--- config.mk ---
export PLATFORM = sky130hd
export DESIGN_NAME = decode_stage
export DESIGN_NICKNAME = d
export VERILOG_FILES = /design/src/rtl/decode_stage.sv
export SDC_FILE = /design/constraint.sdc
export NUM_CORES = 2
export LEC_CHECK = 0
export BUFFER_PORTS_ARGS = -buffer_cell sky130_fd_sc_hd__buf_2
export CAP_MARGIN = 20
export CORE_MARGIN = 1.5
export CORE_UTILIZATION = 50
export DETAILED_ROUTE_END_ITERATION = 12
export PLACE_DENSITY = 0.63
export SLEW_MARGIN = 5
export SYNTH_ARGS = -nofsm -noshare
export SYNTH_HDL_FRONTEND = slang
export SYNTH_SLANG_ARGS = --single-unit
--- constraint.sdc ---
create_clock -name clk -period 118.7 [get_ports clk]
set_input_delay 35.61 -clock clk [delete_from_list [all_inputs] [get_ports clk]]
set_output_delay 35.61 -clock clk [all_outputs]
set_load 0.01 [all_outputs]
--- src/rtl/decode_stage.sv ---
// Instruction-decode stage: slices an RV64 instruction into ALU fields, owns the
// 32x64 integer register file, and presents results from one valid/ready register.
module decode_stage #(
  parameter int XLEN = 64,
  parameter int PC_W = 32
) (
  input  logic            clk,
  input  logic            reset,
  input  logic            if_valid,
  output logic            if_ready,
  input  logic [31:0]     if_instr,
  input  logic [PC_W-1:0] if_pc,
  input  logic            flush,
  input  logic            wb_en,
  input  logic [4:0]      wb_dest,
  input  logic [XLEN-1:0] wb_data,
  output logic            id_valid,
  input  logic            id_ready,
  output logic [4:0]      regA,
  output logic [11:0]     regB,
  output logic [9:0]      opcode,
  output logic [4:0]      regDest,
  output logic [19:0]     uimm,
  output logic [PC_W-1:0] o_pc,
  output logic [XLEN-1:0] regA_value,
  output logic [XLEN-1:0] regB_value,
  output logic            id_illegal
);

  logic [XLEN-1:0] rf [32];

  logic            wb_we;
  logic            accept;
  logic            hold;
  logic [4:0]      rs1_p0;
  logic [4:0]      rs2_p0;
  logic [XLEN-1:0] rs1_val_p0;
  logic [XLEN-1:0] rs2_val_p0;

  logic            vld_p1;
  logic [4:0]      rega_p1;
  logic [11:0]     regb_p1;
  logic [9:0]      opcode_p1;
  logic [4:0]      regdest_p1;
  logic [19:0]     uimm_p1;
  logic [PC_W-1:0] pc_p1;
  logic [XLEN-1:0] rega_val_p1;
  logic [XLEN-1:0] regb_val_p1;
  logic            illegal_p1;

  assign wb_we    = wb_en && (wb_dest != 5'd0);
  assign if_ready = (!vld_p1 || id_ready) && !flush;
  assign accept   = if_valid && if_ready;
  assign hold     = vld_p1 && !id_ready;
  assign rs1_p0   = if_instr[19:15];
  assign rs2_p0   = if_instr[24:20];

  // Operand read with same-edge writeback bypass; x0 is hardwired to zero.
  always_comb begin
    rs1_val_p0 = rf[rs1_p0];
    rs2_val_p0 = rf[rs2_p0];
    if (rs1_p0 == 5'd0) rs1_val_p0 = '0;
    else if (wb_we && (wb_dest == rs1_p0)) rs1_val_p0 = wb_data;
    if (rs2_p0 == 5'd0) rs2_val_p0 = '0;
    else if (wb_we && (wb_dest == rs2_p0)) rs2_val_p0 = wb_data;
  end

  always_ff @(posedge clk or posedge reset) begin
    if (reset) begin
      for (int i = 0; i < 32; i++) rf[i] <= '0;
    end else if (wb_we) begin
      rf[wb_dest] <= wb_data;
    end
  end

  // Stage boundary p0 -> p1: output register toward the ALU.
  always_ff @(posedge clk or posedge reset) begin
    if (reset) begin
      vld_p1      <= 1'b0;
      rega_p1     <= '0;
      regb_p1     <= '0;
      opcode_p1   <= '0;
      regdest_p1  <= '0;
      uimm_p1     <= '0;
      pc_p1       <= '0;
      rega_val_p1 <= '0;
      regb_val_p1 <= '0;
      illegal_p1  <= 1'b0;
    end else if (flush) begin
      vld_p1 <= 1'b0;
    end else if (accept) begin
      vld_p1      <= 1'b1;
      rega_p1     <= rs1_p0;
      regb_p1     <= if_instr[31:20];
      opcode_p1   <= {if_instr[14:12], if_instr[6:0]};
      regdest_p1  <= if_instr[11:7];
      uimm_p1     <= if_instr[31:12];
      pc_p1       <= if_pc;
      rega_val_p1 <= rs1_val_p0;
      regb_val_p1 <= rs2_val_p0;
      illegal_p1  <= (if_instr[1:0] != 2'b11);
    end else if (hold) begin
      // Stalled instruction tracks writebacks so its operands never go stale.
      if (wb_we && (wb_dest == rega_p1))      rega_val_p1 <= wb_data;
      if (wb_we && (wb_dest == regb_p1[4:0])) regb_val_p1 <= wb_data;
    end else if (vld_p1 && id_ready) begin
      vld_p1 <= 1'b0;
    end
  end

  assign id_valid   = vld_p1;
  assign regA       = rega_p1;
  assign regB       = regb_p1;
  assign opcode     = opcode_p1;
  assign regDest    = regdest_p1;
  assign uimm       = uimm_p1;
  assign o_pc       = pc_p1;
  assign regA_value = rega_val_p1;
  assign regB_value = regb_val_p1;
  assign id_illegal = illegal_p1;

endmodule
# Word-level counts from Yosys, hierarchy flattened
# Cells that the tools add are included.
# totals
register_bits	2262
input_bits	139
word_cells	104
# op_classes
magnitude_cmp	4
n_eq_ne	6
mux	23
bitwise_logic	4
n_reduce_logical	25
# op_table
cell	count
2048-bit bitwise mux	1
64-bit 2-to-1 mux	15
64-bit binary-select mux with 5-bit select	2
64-bit demux with 5-bit select	1
5-bit == test	4
6-bit >= comparator, second input constant	3
5-bit NOT with 6-bit output	3
1-bit logical AND	10
5-bit logical NOT	2
6-bit by 1-bit < comparator with 1-bit output, second input constant	1
3-bit AND reduction	2
2-bit nonzero test	3
5-bit nonzero test	1
1-bit 2-to-1 mux	4
2-bit AND reduction	2
1-bit logical NOT	3
3-bit inequality test, second input constant	1
3-bit nonzero test	1
2-bit inequality test, second input constant	1
1-bit logical OR	1
1-bit NOT	1

# Longest topological paths before layout
# logic_depth
depth_word	7
mapped_depth	11
mapped_depth_nobuf	6

# Worst setup path before layout
# Ideal clock, no wire load.
# synth_path
path_type	in2out
from	input flush
to	output if_ready
arrival_time_ps	35972
slack_ps	47118
cell_stages	2
n_path_buf	1
path_cell_list	clkbuf_1 -> nor2_1
# synth_via
elab_chain_len	2
# synth_lines
item	line	rtl
from (decl)	13	input logic flush,
1-bit logical NOT	52	assign if_ready = (!vld_p1 || id_ready) && !flush;
1-bit logical AND	52	
to (decl)	10	output logic if_ready,
# No other way between the ends.

# Final worst setup path
# layout_path
from	input id_ready
to	output if_ready
# layout_via
elab_chain_len	2
# layout_lines
item	line	rtl
from (decl)	18	input logic id_ready,
1-bit logical OR	52	
1-bit logical AND	52	
# No other way between the ends.

==> flow_metrics.env <==
export IMPL_timing_critical_path_max_delay_family="simple AND/OR/NAND/NOR gates"
export IMPL_critPathLaunchType="input port"
export IMPL_synthMostInstantiatedCell="sky130_fd_sc_hd__dfrtp_1"
export IMPL_drc=0
export IMPL_synth_fp_nets=8206
export IMPL_postPlaceCellArea_sq_um=121000
export IMPL_htree_num_levels=4
export IMPL_leakage_nw=56.6
export IMPL_initial_antenna_violation_count=36
export IMPL_drive_above_1_share=0.493
export IMPL_grt_first_pass_wirelength_um=545000
export IMPL_postSynthRegisterBits=2242
export IMPL_drt_wirelength_per_cell_um=33.3
export IMPL_yosysSeqAreaShare=0.474
export IMPL_p_total_w=0.00223
export IMPL_die_h_um=489
export IMPL_sequence_of_cells_on_the_critical_path="buf_2 -> nor2b_1 -> nor2_1 -> buf_2"
export IMPL_min_period_over_period=0.607
export IMPL_synth_area_sq_um=118000
export IMPL_cp_data_required_time_ns=83.09
export IMPL_grt_overflow_total=0
export IMPL_fp_row_count=178
export IMPL_timing_max_cap_violations=0
export IMPL_critical_path_slowest_cell="sky130_fd_sc_hd__nor2b_1"
export IMPL_post_synth_inst_count=8067
export IMPL_vias=75700
export IMPL_yosys_top_cells_area="sky130_fd_sc_hd__dfrtp_1, sky130_fd_sc_hd__mux2_2, sky130_fd_sc_hd__mux4_2"
export IMPL_finish_instance_area_sq_um=129000
export IMPL_crit_path_frequent_cell="sky130_fd_sc_hd__buf_2"
export IMPL_slowest_delay_ns=0.35
export IMPL_initial_utilization=0.503
export IMPL_leading_cell_types_by_count_after_synthesis="sky130_fd_sc_hd__dfrtp_1, sky130_fd_sc_hd__mux2_2, sky130_fd_sc_hd__mux4_2"
export IMPL_postSynthAreaPerCell_sq_um=14.7
export IMPL_fin_tns_setup_ns=0
export IMPL_number_of_unique_standard_cell_types_used_by_synthesis=61
export IMPL_cts_num_sinks=2242
export IMPL_post_route_util=0.550
export IMPL_clock_root_buffer="sky130_fd_sc_hd__clkbuf_16"
export IMPL_synth_largest_type_area_fraction=0.474
export IMPL_worst_slew_margin_rel=0.208
export IMPL_synth_flop_cell="sky130_fd_sc_hd__dfrtp_1"
export IMPL_cp_end_kind="output port"
export IMPL_met2_wirelength_um=176000
export IMPL_wl_met3_um=29600
export IMPL_ant_nets=0
export IMPL_worst_setup_hold_path_clk_slew_ns=0.06
export IMPL_cts_path_max_buffers=3
export IMPL_status="completed"
export IMPL_placeable_core_region_sq_um=235000
export IMPL_finalWirelength_um=375000
export IMPL_syn_to_final_growth_pct=9.35
export IMPL_power_density_nw_per_um2=17.2
export IMPL_min_period_ns=72.08
export IMPL_grtUsageTotal=0.313
export IMPL_synth_top_cell_by_area="sky130_fd_sc_hd__dfrtp_1"
export IMPL_clock_fmax_mhz=13.9
export IMPL_cts_inserted_buffers=239
export IMPL_tritoncts="done"
export IMPL_yosys_warning_count=0
export IMPL_worst_pin_slew_ns=1.19
export IMPL_grt_setup_unrepaired="no"
export IMPL_report_final_setup_viol=0
export IMPL_clk_insertion_delay_late_ns=0.89
export IMPL_worstSetupPathType="input port to output port"
export IMPL_io_buffer_count=353
export IMPL_grt_max_degree=167
export IMPL_hold_path_class="register to register"
export IMPL_final_hold_viol_count=0
export IMPL_hpwlAfterDp_um=208000
export IMPL_fin_worst_skew_ns=0.0290
export IMPL_arrival_ns=36.47
export IMPL_count_of_flip_flops_with_a_built_in_enable_after_synthesis=0
export IMPL_vias_in_the_first_global_route=76800
export IMPL_wl_met1_um=155000
export IMPL_die_w_um=489
export IMPL_critical_path_buf_inv_count=2
export IMPL_via_per_inst=6.72
export IMPL_drv_slew=0
export IMPL_vdd_ir_drop_max_mv=0.0130
export IMPL_drt_initial_drc_count=7315
export IMPL_highest_layer="met5"
export IMPL_cp_max_fo=4
export IMPL_area_enclosed_by_the_die_boundary_sq_um=240000
export IMPL_gp_congestion=0.796
export IMPL_dr_pass1_iters=8
export IMPL_holdBufCountCts=0
export IMPL_synth_async_reset_ratio=1.00
export IMPL_layout_nets=8040
export IMPL_ctsResizeCount=0
export IMPL_io_pins=354
export IMPL_cts_setup_buffers=0
==> flip-flops by register name (all words and copies together) (netlist names) <==
name and flops:
uimm 2, opcode 9, o_pc 32, regB 12, rf 2048, regA_value 64, id_valid 1, id_illegal 1
regB_value 64, regDest 5, regA 4
==> kinds of logic (layout without fill, tap and decap cells) <==
family,after synthesis,in the layout,share of synthesized area
AOI/OAI and AO/OA,702,702,0.0448
xor gates and xnor gates,20,20,0.00148
buffers and inverters,1002,1028,0.0408
DFF,2242,2242,0.474
muxes,3349,3349,0.410
other,0,20,0
and+or+nand+nor,752,752,0.0290
==> through the flow <==
| step | setup slack [ns] | std cells | hold WS [ns] |
|---|---|---|---|
| 5_1_grt | 46.54 | 11300 | 0.407 |
| 2_1_floorplan | 19.74 | 8067 | 0.441 |
| 3_5_place_dp | 46.60 | 10800 | 0.383 |
| 4_1_cts | 46.59 | 11200 | 0.396 |
| 3_3_place_gp | 46.61 | 10800 | 0.377 |
| 6_report | 46.62 | 11300 | 0.395 |
==> path summary, 6_finish.rpt <==
kind,from,endpoint,slack (ns),cells past startpoint
max,id_ready,if_ready,46.62,4
min,rf[2016],rf[2016],0.39,0
max reg2reg,id_valid,regA_value[19],114.72,8
min reg2reg,rf[2016],rf[2016],0.39,0
max in group asynchronous,reset,rf[296],78.80,7
min in group asynchronous,reset,rf[907],34.86,2
==> power by group <==
part	total, W	switching (W)	leakage [nW]	internal, W
combinational	0.000444	0.000182	24.0	0.000262
sequential	0.00102	0.000110	28.6	0.000909
clock	0.000767	0.000320	3.95	0.000447
total	0.00223	0.000613	56.6	0.00162
==> metal layers <==
metal	vias to the layer above	global-route usage
met3	715	0.0581
met2	3297	0.494
met4	6	0.106
li1	30500	-
met1	41100	0.436
met5	-	0
==> placed cells by master (no fill, tap or decap), types with 34 or more instances in the layout <==
cell / Yosys / routed
sky130_fd_sc_hd__dfrtp_1: 2242 / 2242
sky130_fd_sc_hd__mux2_2: 1994 / 1994
sky130_fd_sc_hd__mux4_2: 994 / 994
sky130_fd_sc_hd__mux2i_1: 361 / 361
sky130_fd_sc_hd__buf_2: 272 / 344
sky130_fd_sc_hd__nand2_1: 319 / 299
sky130_fd_sc_hd__clkbuf_16: 0 / 242
sky130_fd_sc_hd__o221ai_1: 179 / 179
sky130_fd_sc_hd__a21oi_1: 170 / 169
sky130_fd_sc_hd__buf_4: 106 / 161
sky130_fd_sc_hd__nor2_1: 158 / 153
sky130_fd_sc_hd__a211oi_1: 147 / 147
sky130_fd_sc_hd__nor2b_1: 129 / 129
sky130_fd_sc_hd__nand3_1: 82 / 81
sky130_fd_sc_hd__clkbuf_8: 0 / 63
sky130_fd_sc_hd__inv_1: 63 / 62
sky130_fd_sc_hd__clkbuf_1: 481 / 61
sky130_fd_sc_hd__o22ai_1: 52 / 52
sky130_fd_sc_hd__a22oi_1: 38 / 38
sky130_fd_sc_hd__clkinv_2: 0 / 34
==> worst reg2reg max path, delay by kind of cell, from the launching register on <==
family          cells  cell delay [ns]
flops               1             0.37
buf+inv             3             2.18
simple gates        3             0.75
compound gates      2             0.60
==> cell type report <==
cell class,instances,area [sq um]
Multi-Input combinational cell,4823,57700
Fill cell,19000,106000
Inverter,69,267
Tap cell,3150,3940
Antenna cell,20,50.0
Sequential cell,2242,56100
Clock inverter,67,863
Clock buffer,366,7150
Timing Repair Buffer,526,3300
No activity file was read; power rests on OpenSTA's default activity.
